### src/rtl/pad_pkg.sv
// pad_pkg: shared matrix geometry, polarity constants and pad index mapping
package pad_pkg;
  localparam int NUM_ROWS = 4;
  localparam int NUM_COLS = 4;
  localparam int NUM_PADS = 16;
  localparam logic ROW_ACTIVE = 1'b0;
  localparam logic COL_PRESSED = 1'b0;
  function automatic int padIndex(input int row, input int col);
    return row * NUM_COLS + col;
  endfunction
endpackage

### src/rtl/pad_debounce.sv
// pad_debounce: one-bit counting debouncer with registered press pulse
module pad_debounce #(
  parameter int DEBOUNCE = 4
) (
  input  logic clock,
  input  logic reset,
  input  logic sampleEn,
  input  logic raw,
  output logic stable,
  output logic pressPulse
);
  localparam int CW = $clog2(DEBOUNCE + 1);
  logic [CW-1:0] cnt;
  logic prev;
  logic differ;
  logic flip;
  assign differ = raw != stable;
  assign flip = sampleEn && differ && cnt == CW'(DEBOUNCE - 1);
  always_ff @(posedge clock) begin
    if (reset) begin
      stable <= 1'b0;
      cnt <= '0;
      prev <= 1'b0;
      pressPulse <= 1'b0;
    end else begin
      prev <= stable;
      pressPulse <= stable && !prev;
      if (sampleEn) cnt <= differ && !flip ? cnt + 1'b1 : '0;
      if (flip) stable <= !stable;
    end
  end
endmodule

### src/rtl/pad_scanner.sv
// pad_scanner: 4x4 pad matrix and mode button scanner with per-key debounce
module pad_scanner
  import pad_pkg::*;
#(
  parameter int SCAN_DIV = 5000,
  parameter int DEBOUNCE = 4
) (
  input  logic                clock,
  input  logic                reset,
  input  logic [NUM_COLS-1:0] colIn,
  input  logic                modeIn,
  output logic [NUM_ROWS-1:0] rowDrive,
  output logic [NUM_PADS-1:0] data,
  output logic [NUM_PADS-1:0] padState,
  output logic                modePulse
);
  localparam int DW = $clog2(SCAN_DIV);
  logic [NUM_COLS-1:0] col_s1, col_s2;
  logic mode_s1, mode_s2;
  logic [DW-1:0] div_cnt;
  logic [1:0] row_idx;
  logic tick;
  assign tick = div_cnt == DW'(SCAN_DIV - 1);
  assign rowDrive = ~({NUM_ROWS{ROW_ACTIVE}} ^ (NUM_ROWS'(1) << row_idx));
  // synchronizers hold the pressed sense (1 = pressed), so reset means released
  always_ff @(posedge clock) begin
    if (reset) begin
      col_s1 <= '0;
      col_s2 <= '0;
      mode_s1 <= 1'b0;
      mode_s2 <= 1'b0;
      div_cnt <= '0;
      row_idx <= '0;
    end else begin
      col_s1 <= ~(colIn ^ {NUM_COLS{COL_PRESSED}});
      col_s2 <= col_s1;
      mode_s1 <= modeIn == COL_PRESSED;
      mode_s2 <= mode_s1;
      div_cnt <= tick ? '0 : div_cnt + 1'b1;
      if (tick) row_idx <= row_idx + 1'b1;
    end
  end
  for (genvar r = 0; r < NUM_ROWS; r++) begin : g_row
    for (genvar c = 0; c < NUM_COLS; c++) begin : g_col
      pad_debounce #(.DEBOUNCE(DEBOUNCE)) u_pad (
        .clock(clock),
        .reset(reset),
        .sampleEn(tick && row_idx == 2'(r)),
        .raw(col_s2[c]),
        .stable(padState[padIndex(r, c)]),
        .pressPulse(data[padIndex(r, c)])
      );
    end
  end
  pad_debounce #(.DEBOUNCE(DEBOUNCE)) u_mode (
    .clock(clock),
    .reset(reset),
    .sampleEn(tick),
    .raw(mode_s2),
    .stable(),
    .pressPulse(modePulse)
  );
endmodule

### config.mk
export PLATFORM = sky130hd
export DESIGN_NAME = pad_scanner
export DESIGN_NICKNAME = d
export VERILOG_FILES = /design/src/rtl/pad_pkg.sv /design/src/rtl/pad_debounce.sv /design/src/rtl/pad_scanner.sv
export SDC_FILE = /design/constraint.sdc
export NUM_CORES = 1
export LEC_CHECK = 0
export CAP_MARGIN = 20
export CELL_PAD_IN_SITES_DETAIL_PLACEMENT = 1
export CELL_PAD_IN_SITES_GLOBAL_PLACEMENT = 1
export CORE_MARGIN = 2
export CORE_UTILIZATION = 48
export DETAILED_ROUTE_END_ITERATION = 8
export GPL_TIMING_DRIVEN = 0
export PLACE_DENSITY_LB_ADDON = 0.1
export SYNTH_ARGS = -nofsm -noshare
export SYNTH_HDL_FRONTEND = slang
export SYNTH_SLANG_ARGS = --single-unit
export TNS_END_PERCENT = 50
### constraint.sdc
create_clock -name clock -period 2.6 [get_ports clock]
set_input_delay 0.39 -clock clock [delete_from_list [all_inputs] [get_ports clock]]
set_output_delay 0.39 -clock clock [all_outputs]
set_load 0.1 [all_outputs]
=== Word level (Yosys, flattened, before mapping) ===
Index checks and enable logic that the tools add are counted.

* Register bits: 127
* Input bits: 7
* Output and inout bits: 37
* Logic and storage cells: 277

* Add/sub/neg operators: 19
* Equality and inequality tests: 38
* Shifts and indexed selects: 1
* Mux-type cells: 17
* Bitwise logic cells: 3
* Reductions and logical operators: 125

{| class="wikitable"
|+ Operators with widths
! cell !! count
|-
| 1-bit logical AND || 72
|-
| 3-bit by 1-bit adder with 3-bit output, second input constant || 17
|-
| 3-bit by 2-bit equality test with 1-bit output, second input constant || 17
|-
| 1-bit zero test || 51
|-
| 3-bit two-way mux || 17
|-
| 1-bit inequality test || 17
|-
| 13-bit by 1-bit adder with 13-bit output, second input constant || 1
|-
| 13-bit equality test, second input constant || 1
|-
| 4-bit NOT || 2
|-
| 2-bit equality test, second input constant || 2
|-
| 1-bit by 2-bit left shift with 4-bit output, first input constant || 1
|-
| 2-bit by 1-bit adder with 2-bit output, second input constant || 1
|-
| 2-bit by 1-bit equality test with 1-bit output, second input constant || 1
|-
| 2-bit zero test || 1
|-
| 2-bit OR reduction || 1
|-
| 1-bit NOT || 1
|}

=== Longest topological paths before layout ===
Gate-level depths: netlist of run 1.

* Word-level depth: 7
* Gate-level depth with buffers: 7
* Depth with buffers taken out: 5

=== By module ===
Synthesis of run 1 repeated with hierarchy kept, for this count alone.

* Cell total of the unflattened synthesis: 482
* Area total of the unflattened synthesis: 5450.2 um^2

{| class="wikitable"
|+ Modules (own cells, without submodules)
! module !! instances !! cells an instance !! area each (um^2) !! sequential area each (um^2)
|-
| pad_debounce || 17 || 22 || 260.2 || 120.1
|-
| pad_scanner || 1 || 108 || 1026.0 || 500.5
|}

=== Least setup slack after synthesis of run 1 ===
OpenSTA, ideal clock, no wires.

* Kind: register -> register
* Start point: register div_cnt[0]
* End point: register u_mode.cnt[2]
* Setup time: 0.071 ns
* Arrival time: 1.661 ns
* Required time: 2.529 ns
* Slack: 0.868 ns
* Stages on the path, launching flop included: 7
* Path buffers: 1
* Clock period less this slack: 1.732 ns
* Path through: dfxtp_1 ha_1 and4bb_2 nand3_2 buf_6 or4_1 a21oi_1

* Word-level cells in the longest chain between the ends: 6

{| class="wikitable"
|+ Ends and longest elaborated chain
! element !! RTL line !! text
|-
| start, declared || pad_scanner.sv:20 || <nowiki>logic [DW-1:0] div_cnt;</nowiki>
|-
| start signal, assigned || pad_scanner.sv:39 || <nowiki>div_cnt <= tick ? '0 : div_cnt + 1'b1;</nowiki>
|-
| 13-bit equality test (*) || pad_scanner.sv:23 || <nowiki>assign tick = div_cnt == DW'(SCAN_DIV - 1);</nowiki>
|-
| 1-bit logical AND (2 in a row) || pad_debounce.sv:18 || <nowiki>assign flip = sampleEn && differ && cnt == CW'(DEBOUNCE - 1);</nowiki>
|-
| 1-bit zero test || pad_debounce.sv:28 || <nowiki>if (sampleEn) cnt <= differ && !flip ? cnt + 1'b1 : '0;</nowiki>
|-
| 1-bit logical AND || pad_debounce.sv:28 ||
|-
| 3-bit two-way mux || pad_debounce.sv:28 ||
|-
| end signal, assigned || pad_debounce.sv:28 ||
|-
| end, declared || pad_debounce.sv:13 || <nowiki>logic [CW-1:0] cnt;</nowiki>
|}

Every way passes the cells marked *; elsewhere a longest branch is shown, timed or not.
A chain may end at the register's enable or synchronous reset.

=== Final worst setup path of run 1 ===
* Start point: register row_idx[1]
* End point: output rowDrive[1]

* Word-level cells in the longest chain between the ends: 2

{| class="wikitable"
|+ Ends and longest elaborated chain
! element !! RTL line !! text
|-
| start, declared || pad_scanner.sv:21 || <nowiki>logic [1:0] row_idx;</nowiki>
|-
| start signal, assigned || pad_scanner.sv:40 || <nowiki>if (tick) row_idx <= row_idx + 1'b1;</nowiki>
|-
| 1-bit by 2-bit left shift with 4-bit output || pad_scanner.sv:24 || <nowiki>assign rowDrive = ~({NUM_ROWS{ROW_ACTIVE}} ^ (NUM_ROWS'(1) << row_idx));</nowiki>
|-
| 4-bit NOT || pad_scanner.sv:24 ||
|-
| end, declared || pad_scanner.sv:12 || <nowiki>output logic [NUM_ROWS-1:0] rowDrive,</nowiki>
|}

Every way passes these cells.

==> metrics.txt, run 1 <==
# TYPE chip_impl_metric gauge
chip_impl_metric{name="final.fill_count",unit=""} 1307
chip_impl_metric{name="timing.reg2reg.worst_path_depth",unit=""} 6
chip_impl_metric{name="dieHeight",unit="µm"} 112
chip_impl_metric{name="synth.distinct_cells",unit=""} 31
chip_impl_metric{name="via_count_of_the_first_global_routing_pass",unit=""} 4645
chip_impl_info{name="synthTopCellsByCount",value="dfxtp_1, nand2_1, nand3b_1"} 1
chip_impl_metric{name="syn-cell-area",unit="µm²"} 5590
chip_impl_info{name="run_status",value="complete, no violations"} 1
chip_impl_info{name="clock_tree_from_tritoncts",value="done"} 1
chip_impl_metric{name="totalNegativeSetupSlack",unit="ps"} 0
chip_impl_metric{name="path_clk_slew",unit="ps"} 50
chip_impl_info{name="critical_path.reg2reg.startpoint",value="div_cnt[0]"} 1
chip_impl_metric{name="irDropWorstVdd",unit="mV"} 0.406
chip_impl_info{name="timing.hold.worst.class",value="reg -> reg"} 1
chip_impl_metric{name="tritoncts.num_buffers",unit=""} 17
chip_impl_metric{name="wirelength",unit="µm"} 14400
chip_impl_metric{name="layout-area-overhead-vs-synth",unit="%"} 19.9
chip_impl_metric{name="finalHoldViolCount",unit=""} 0
chip_impl_metric{name="drtAntennaViolNets",unit=""} 0
chip_impl_metric{name="num_io_pins",unit=""} 44
chip_impl_info{name="grt_busiest_layer",value="met2"} 1
chip_impl_metric{name="synth_top_area_share",unit="%"} 45.5
chip_impl_info{name="yosysTopAreaCell",value="dfxtp_1"} 1
chip_impl_info{name="hold_start",value="g_row[2].g_col[0].u_pad.prev"} 1
chip_impl_metric{name="worst_reg2reg_setup_slack",unit="ps"} 590
chip_impl_metric{name="initial_core_util",unit="%"} 49.1
chip_impl_metric{name="final_nets",unit=""} 706
chip_impl_metric{name="clk_path_buf_depth",unit=""} 2
chip_impl_metric{name="cellPowerDensity",unit="nW/µm²"} 630
chip_impl_info{name="rr_endpoint",value="u_mode.cnt[2]"} 1
chip_impl_metric{name="gr-total-overflow",unit=""} 0
chip_impl_metric{name="initialDrtViolationCount",unit=""} 136
chip_impl_metric{name="synth-edff-count",unit=""} 0
chip_impl_metric{name="grt_first_pass_wirelength",unit="µm"} 23500
chip_impl_metric{name="post_cts_hold_buffer_count",unit=""} 0
chip_impl_metric{name="clkSinkCount",unit=""} 127
chip_impl_metric{name="drc_errors",unit=""} 0
chip_impl_metric{name="finalNonFillerCells",unit=""} 814
chip_impl_metric{name="floorplan.core_area",unit="µm²"} 11400
chip_impl_metric{name="dp_cells",unit=""} 784
chip_impl_info{name="beginning_of_the_critical_path",value="row_idx[1]"} 1
chip_impl_metric{name="syn_area_per_cell",unit="µm²"} 9.33
chip_impl_metric{name="grt_start_max_net_pins",unit=""} 17
chip_impl_metric{name="buffer_ports.inserted",unit=""} 42
chip_impl_metric{name="die_x",unit="µm"} 112
chip_impl_metric{name="relSlewSlack",unit="%"} 33.8
chip_impl_metric{name="dp.final_hpwl",unit="µm"} 10500
chip_impl_info{name="setup.worst_path.end_class",value="output pin"} 1
chip_impl_info{name="worst_setup_path_endpoint",value="rowDrive[1]"} 1
chip_impl_metric{name="leakagePower",unit="µW"} 0.00257
chip_impl_metric{name="synth_cells",unit=""} 599
chip_impl_metric{name="synthArstFlopShare",unit="%"} 0
chip_impl_metric{name="path_max_fanout",unit=""} 6
chip_impl_metric{name="met3_usage",unit="%"} 4.79
chip_impl_info{name="worst_setup_path_start_kind",value="flop"} 1
chip_impl_metric{name="slew_viol_final",unit=""} 0
chip_impl_metric{name="grt_usage",unit="%"} 24.0
chip_impl_metric{name="number_of_optimization_iterations_in_the_first_detailed_route_pass",unit=""} 5
chip_impl_metric{name="timing_worst_slew_pin_value",unit="ps"} 990
chip_impl_metric{name="drive_above_1_share",unit="%"} 9.54
chip_impl_info{name="cts_root_buf",value="clkbuf_16"} 1
chip_impl_metric{name="die-area",unit="µm²"} 12500
chip_impl_metric{name="maxClockFrequency",unit="MHz"} 402
chip_impl_metric{name="maxcap_violations",unit=""} 0
chip_impl_info{name="setup.worst_path.class",value="reg -> out"} 1
chip_impl_metric{name="grtUsageMet1",unit="%"} 27.1
chip_impl_metric{name="use_met2",unit="%"} 44.4
chip_impl_metric{name="clkLatencyLatePin",unit="ps"} 420
chip_impl_info{name="dominantRegCellSynth",value="dfxtp_1"} 1
chip_impl_info{name="grt_setup_unrepaired",value="no"} 1
chip_impl_metric{name="synth.ff_latch_count",unit=""} 127
chip_impl_metric{name="post-route-min-period",unit="ps"} 2490
chip_impl_metric{name="antenna_cells",unit=""} 0
chip_impl_metric{name="worst_clock_skew",unit="ps"} 10.1
chip_impl_metric{name="finalWeightedCongestion",unit=""} 0.783
chip_impl_metric{name="ys.warnings.count",unit=""} 0
chip_impl_metric{name="seq_area_frac_synth",unit="%"} 45.5
chip_impl_info{name="synth.area.top_cells",value="dfxtp_1, ha_1, nand3b_1"} 1
chip_impl_metric{name="report.power.total",unit="µW"} 4220
chip_impl_metric{name="post_synthesis_net_count",unit=""} 645
chip_impl_metric{name="worst_ep_arrival_time",unit="ps"} 2100
chip_impl_metric{name="cts_htree_levels",unit=""} 4
chip_impl_metric{name="fin_crit_sh",unit="%"} 95.6
chip_impl_metric{name="critPathRequiredTime",unit="ps"} 2210
chip_impl_metric{name="rows",unit=""} 39
chip_impl_metric{name="antenna_found_initial",unit=""} 0
chip_impl_metric{name="dr_vias_cell",unit=""} 5.42
chip_impl_metric{name="wl_per_cell",unit="µm"} 17.7
chip_impl_info{name="synth.most_common_cell",value="dfxtp_1"} 1
chip_impl_metric{name="finalSetupViolations",unit=""} 0
chip_impl_metric{name="vias",unit=""} 4409
## critical path: stages, from the launching register on
cell	delay, ps
dfxtp_1	390
inv_1	90
ha_1	280
inv_1	70
dlygate4sd2_1	850
## per-stage QoR
stage	cell area [µm²]	setup WS [ps]	hold slack (ps)	util, %
after floorplan	5590	868	367	-
after CTS	6700	29.0	383	59.0
after global routing	6700	13.8	398	58.9
after global placement	6190	67.2	371	54.4
final	6700	115	379	58.9
after detailed placement	6190	42.7	375	54.4
## layout by cell type, fill, tap and decap left out, types with 17 or more instances in the layout
cell,n
nor2b_1,37
clkbuf_16,17
o21ai_0,32
nand3b_1,48
o31ai_1,32
dfxtp_1,127
nand2_1,57
nor2_1,24
buf_4,32
clkbuf_1,33
xnor2_1,27
or3_1,33
nor3_1,20
ha_1,39
clkdlybuf4s50_1,38
inv_1,27
## report_power, final
group          leakage (µW)  total [µW]  internal (µW)  switching [µW]
logic               0.00129         111           41.7            69.8
clock network      0.000259        2150           1310             831
registers           0.00103        1960           1960            4.95
total               0.00257        4220           3320             905
## worst min-delay path by stage
stage / depth (start not counted) / slack (ps) / endpoint
floorplan: 1 / 370 / g_row[0].g_col[0].u_pad.pressPulse
global placement: 1 / 370 / g_row[0].g_col[1].u_pad.pressPulse
detailed placement: 1 / 380 / g_row[0].g_col[2].u_pad.pressPulse
CTS: 1 / 380 / g_row[2].g_col[0].u_pad.pressPulse
global route: 1 / 400 / g_row[2].g_col[0].u_pad.pressPulse
finish: 1 / 380 / g_row[2].g_col[0].u_pad.pressPulse
## layer usage
layer | vias to the layer above | share of wire (%) | wire [µm]
li1 | 2138 | - | -
met1 | 2181 | 42 | 5980
met2 | 73 | 53 | 7660
met3 | 17 | 3.7 | 528
met4 | 0 | 1.5 | 221
met5 | - | 0 | 0
## repair_timing
action,CTS,global route
endpoints found under the hold margin,0,0
resized for setup,4,3
setup endpoints to repair,4,2
buffers inserted,0,0
## flip-flops by register name, indices dropped and copies added (netlist names)
signal / cells
g_row.g_col.u_pad.cnt: 48
g_row.g_col.u_pad.pressPulse: 16
g_row.g_col.u_pad.prev: 16
g_row.g_col.u_pad.stable: 16
div_cnt: 13
col_s1: 4
col_s2: 4
u_mode.cnt: 3
row_idx: 2
mode_s1: 1
mode_s2: 1
u_mode.pressPulse: 1
u_mode.prev: 1
u_mode.stable: 1
## kinds of logic (layout without fill, tap and decap cells)
group	count (synthesis)	after routing	synth area share [%]
flip-flops	127	127	45.5
XOR/XNOR	29	29	4.55
buffers and inverters	89	161	8.26
adder cells (fa/ha/maj)	39	39	8.73
AND/OR/NAND/NOR	246	246	25.3
AO/OA/AOI/OAI	69	69	7.66
## cell type report
class | instances | area [µm²] | share of cell area, %
Inverter | 27 | 101 | 1.51
Clock inverter | 8 | 67.6 | 1.01
Tap cell | 143 | 179 | 2.67
Sequential cell | 127 | 2540 | 37.9
Multi-Input combinational cell | 383 | 2580 | 38.5
Clock buffer | 22 | 454 | 6.78
Timing Repair Buffer | 42 | 413 | 6.16
Buffer | 62 | 360 | 5.38
No activity file was read; power rests on OpenSTA's default activity.
==> inputs of run 2 (changes only) <==
--- a/config.mk
+++ b/config.mk
@@ -8,6 +8,7 @@
 export CAP_MARGIN = 20
 export CELL_PAD_IN_SITES_DETAIL_PLACEMENT = 1
 export CELL_PAD_IN_SITES_GLOBAL_PLACEMENT = 1
+export CORE_ASPECT_RATIO = 0.5
 export CORE_MARGIN = 2
 export CORE_UTILIZATION = 48
 export DETAILED_ROUTE_END_ITERATION = 8
==> metrics.txt, run 2 (synthesis results as in run 1) <==
# TYPE chip_impl_metric gauge
chip_impl_metric{name="finalWeightedCongestion",unit=""} 0.790
chip_impl_metric{name="clkSinkCount",unit=""} 127
chip_impl_info{name="hold_start",value="g_row[0].g_col[0].u_pad.prev"} 1
chip_impl_metric{name="dp_cells",unit=""} 800
chip_impl_metric{name="antenna_found_initial",unit=""} 1
chip_impl_info{name="worst_setup_path_start_kind",value="flop"} 1
chip_impl_metric{name="post-place-ws",unit="ps"} -26.1
chip_impl_info{name="crit_chain",value="inv_1, ha_1, inv_1, clkdlybuf4s15_1"} 1
chip_impl_info{name="timing.hold.worst.class",value="reg -> reg"} 1
chip_impl_metric{name="initialDrtViolationCount",unit=""} 228
chip_impl_metric{name="grt_start_max_net_pins",unit=""} 17
chip_impl_info{name="beginning_of_the_critical_path",value="row_idx[1]"} 1
chip_impl_info{name="mostFrequentLayoutCells",value="dfxtp_1, nand2_1, nand3b_1, ha_1, clkdlybuf4s50_1"} 1
chip_impl_metric{name="relSlewSlack",unit="%"} 33.9
chip_impl_metric{name="floorplan.core_area",unit="µm²"} 11200
chip_impl_metric{name="maxcap_violations",unit=""} 0
chip_impl_metric{name="gr-total-overflow",unit=""} 0
chip_impl_info{name="final_common_cell",value="dfxtp_1"} 1
chip_impl_metric{name="leakagePower",unit="µW"} 0.00260
chip_impl_metric{name="post_cts_hold_buffer_count",unit=""} 0
chip_impl_info{name="setup.worst_path.end_class",value="output pin"} 1
chip_impl_metric{name="largest_register_ff_count",unit=""} 48
chip_impl_metric{name="cellPowerDensity",unit="nW/µm²"} 664
chip_impl_metric{name="timing_worst_slew_pin_value",unit="ps"} 989
chip_impl_metric{name="irDropWorstVdd",unit="mV"} 0.431
chip_impl_metric{name="maxClockFrequency",unit="MHz"} 392
chip_impl_metric{name="path_max_fanout",unit=""} 6
chip_impl_metric{name="timing.reg2reg.worst_path_depth",unit=""} 6
chip_impl_info{name="grt_setup_unrepaired",value="no"} 1
chip_impl_metric{name="worst_clock_skew",unit="ps"} 7.69
chip_impl_metric{name="buffer_ports.inserted",unit=""} 42
chip_impl_info{name="setup.worst_path.class",value="reg -> out"} 1
chip_impl_metric{name="fin_crit_sh",unit="%"} 98.1
chip_impl_metric{name="clkLatencyLatePin",unit="ps"} 420
chip_impl_metric{name="finalSetupViolations",unit=""} 0
chip_impl_metric{name="worst_ep_arrival_time",unit="ps"} 2160
chip_impl_metric{name="placed_area",unit="µm²"} 6210
chip_impl_metric{name="wl_per_cell",unit="µm"} 17.9
chip_impl_info{name="critical_path.reg2reg.startpoint",value="div_cnt[0]"} 1
chip_impl_metric{name="clk_path_buf_depth",unit=""} 2
chip_impl_metric{name="final_core_utilization",unit="%"} 60.8
chip_impl_metric{name="layout-area-overhead-vs-synth",unit="%"} 21.8
chip_impl_metric{name="dr_vias_cell",unit=""} 5.33
chip_impl_info{name="registers.top_by_ff_count",value="g_row.g_col.u_pad.cnt"} 1
chip_impl_metric{name="stdcell_area",unit="µm²"} 6800
chip_impl_metric{name="critPathRequiredTime",unit="ps"} 2210
chip_impl_metric{name="number_of_optimization_iterations_in_the_first_detailed_route_pass",unit=""} 5
chip_impl_metric{name="die_x",unit="µm"} 157
chip_impl_metric{name="vias",unit=""} 4433
chip_impl_metric{name="finalNonFillerCells",unit=""} 831
chip_impl_metric{name="drc_errors",unit=""} 0
chip_impl_metric{name="whs",unit="ps"} 380
chip_impl_metric{name="die-area",unit="µm²"} 12600
chip_impl_metric{name="antenna_cells",unit=""} 0
chip_impl_info{name="critical-path-slowest-cell",value="clkdlybuf4s15_1"} 1
chip_impl_metric{name="num_io_pins",unit=""} 44
chip_impl_metric{name="grt_usage",unit="%"} 25.5
chip_impl_metric{name="drive_above_1_share",unit="%"} 10.3
chip_impl_metric{name="grt_first_pass_wirelength",unit="µm"} 24200
chip_impl_metric{name="postLayoutSetupSlackWorst",unit="ps"} 49.0
chip_impl_metric{name="wirelength",unit="µm"} 14900
chip_impl_metric{name="slew_viol_final",unit=""} 0
chip_impl_metric{name="via_count_of_the_first_global_routing_pass",unit=""} 4650
chip_impl_metric{name="final_nets",unit=""} 706
chip_impl_info{name="crit_top_cell",value="inv_1"} 1
chip_impl_metric{name="critical_path.max_stage_delay",unit="ps"} 820
chip_impl_info{name="clock_tree_from_tritoncts",value="done"} 1
chip_impl_metric{name="postCtsSetupRepairBufs",unit=""} 0
chip_impl_info{name="cts_root_buf",value="clkbuf_16"} 1
chip_impl_metric{name="rows",unit=""} 27
chip_impl_metric{name="post-route-min-period",unit="ps"} 2550
chip_impl_metric{name="finalHoldViolCount",unit=""} 0
chip_impl_metric{name="tritoncts.num_buffers",unit=""} 17
chip_impl_metric{name="dieHeight",unit="µm"} 80.3
chip_impl_metric{name="drtAntennaViolNets",unit=""} 0
chip_impl_metric{name="worstHoldPathCells",unit=""} 1
chip_impl_metric{name="cts_htree_levels",unit=""} 4
chip_impl_metric{name="initial_core_util",unit="%"} 50.0
chip_impl_metric{name="path_clk_slew",unit="ps"} 60
chip_impl_info{name="run_status",value="complete, no violations"} 1
chip_impl_metric{name="dp.final_hpwl",unit="µm"} 9870
## run 2: cell count changes in the layout (fill, tap and decap cells not counted)
cell             change
bufinv_16            +2
clkbuf_1             -4
clkdlybuf4s15_1      +1
clkinv_2             -4
clkinv_4             +3
clkinvlp_4           +3
dlygate4sd2_1        -1
inv_6                +1
## run 2: power breakdown
part           internal, µW  leakage, µW  switching (µW)
clock                  1530     0.000284             912
combinational          41.5      0.00129            74.1
sequential             1960      0.00103            5.34
total                  3530      0.00260             991
## run 2: timing repair
action                                  in CTS  in global routing
gates resized for setup                      4                  4
hold endpoints to repair                     0                  0
endpoints found under the setup margin       4                  3
gates cloned                                 0                  0
## run 2: worst paths after layout
path | slack (ps) | to
worst min register to register | 380 | g_row[0].g_col[0].u_pad.pressPulse
worst max-delay path | 50 | rowDrive[1]
worst min-delay path | 380 | g_row[0].g_col[0].u_pad.pressPulse
worst max register to register | 530 | g_row[2].g_col[0].u_pad.cnt[0]
## run 2: worst max-delay path: cells and delay by family (launching register included)
family     cells  cell delay, ps
fa+ha+maj      1             320
buf+inv        3            1010
flops          1             410
## run 2: layer usage
metal	track usage [%]	up-vias	share of wire, %	wire length [µm]
li1	-	2144	-	-
met1	32.7	2188	48	7190
met2	43.7	77	47	6960
met3	5.29	24	3.6	536
met4	7.61	0	1.3	194
met5	0	-	0	0
## run 2: final cells by class
class	instances	area (µm²)
Fill cell	1259	4380
Tap cell	159	199
Inverter	27	101
Timing Repair Buffer	42	414
Clock buffer	18	439
Sequential cell	127	2540
Multi-Input combinational cell	383	2580
Buffer	62	360
Clock inverter	13	165
## run 2: per-stage QoR
step           power (µW)  setup TNS [ps]
2_1_floorplan        2070               0
3_3_place_gp         2120               0
3_5_place_dp         2120           -48.4
4_1_cts              4530               0
5_1_grt              4640               0
6_report             4520               0
==> inputs of run 3 (changes only) <==
--- a/config.mk
+++ b/config.mk
@@ -11,6 +11,7 @@
 export CORE_ASPECT_RATIO = 0.5
 export CORE_MARGIN = 2
 export CORE_UTILIZATION = 48
+export CTS_BUF_LIST = sky130_fd_sc_hd__clkbuf_8 sky130_fd_sc_hd__clkbuf_16
 export DETAILED_ROUTE_END_ITERATION = 8
 export GPL_TIMING_DRIVEN = 0
 export PLACE_DENSITY_LB_ADDON = 0.1
==> results of run 3 <==
The final DEF is identical to that of run 2; final timing and power are the same.
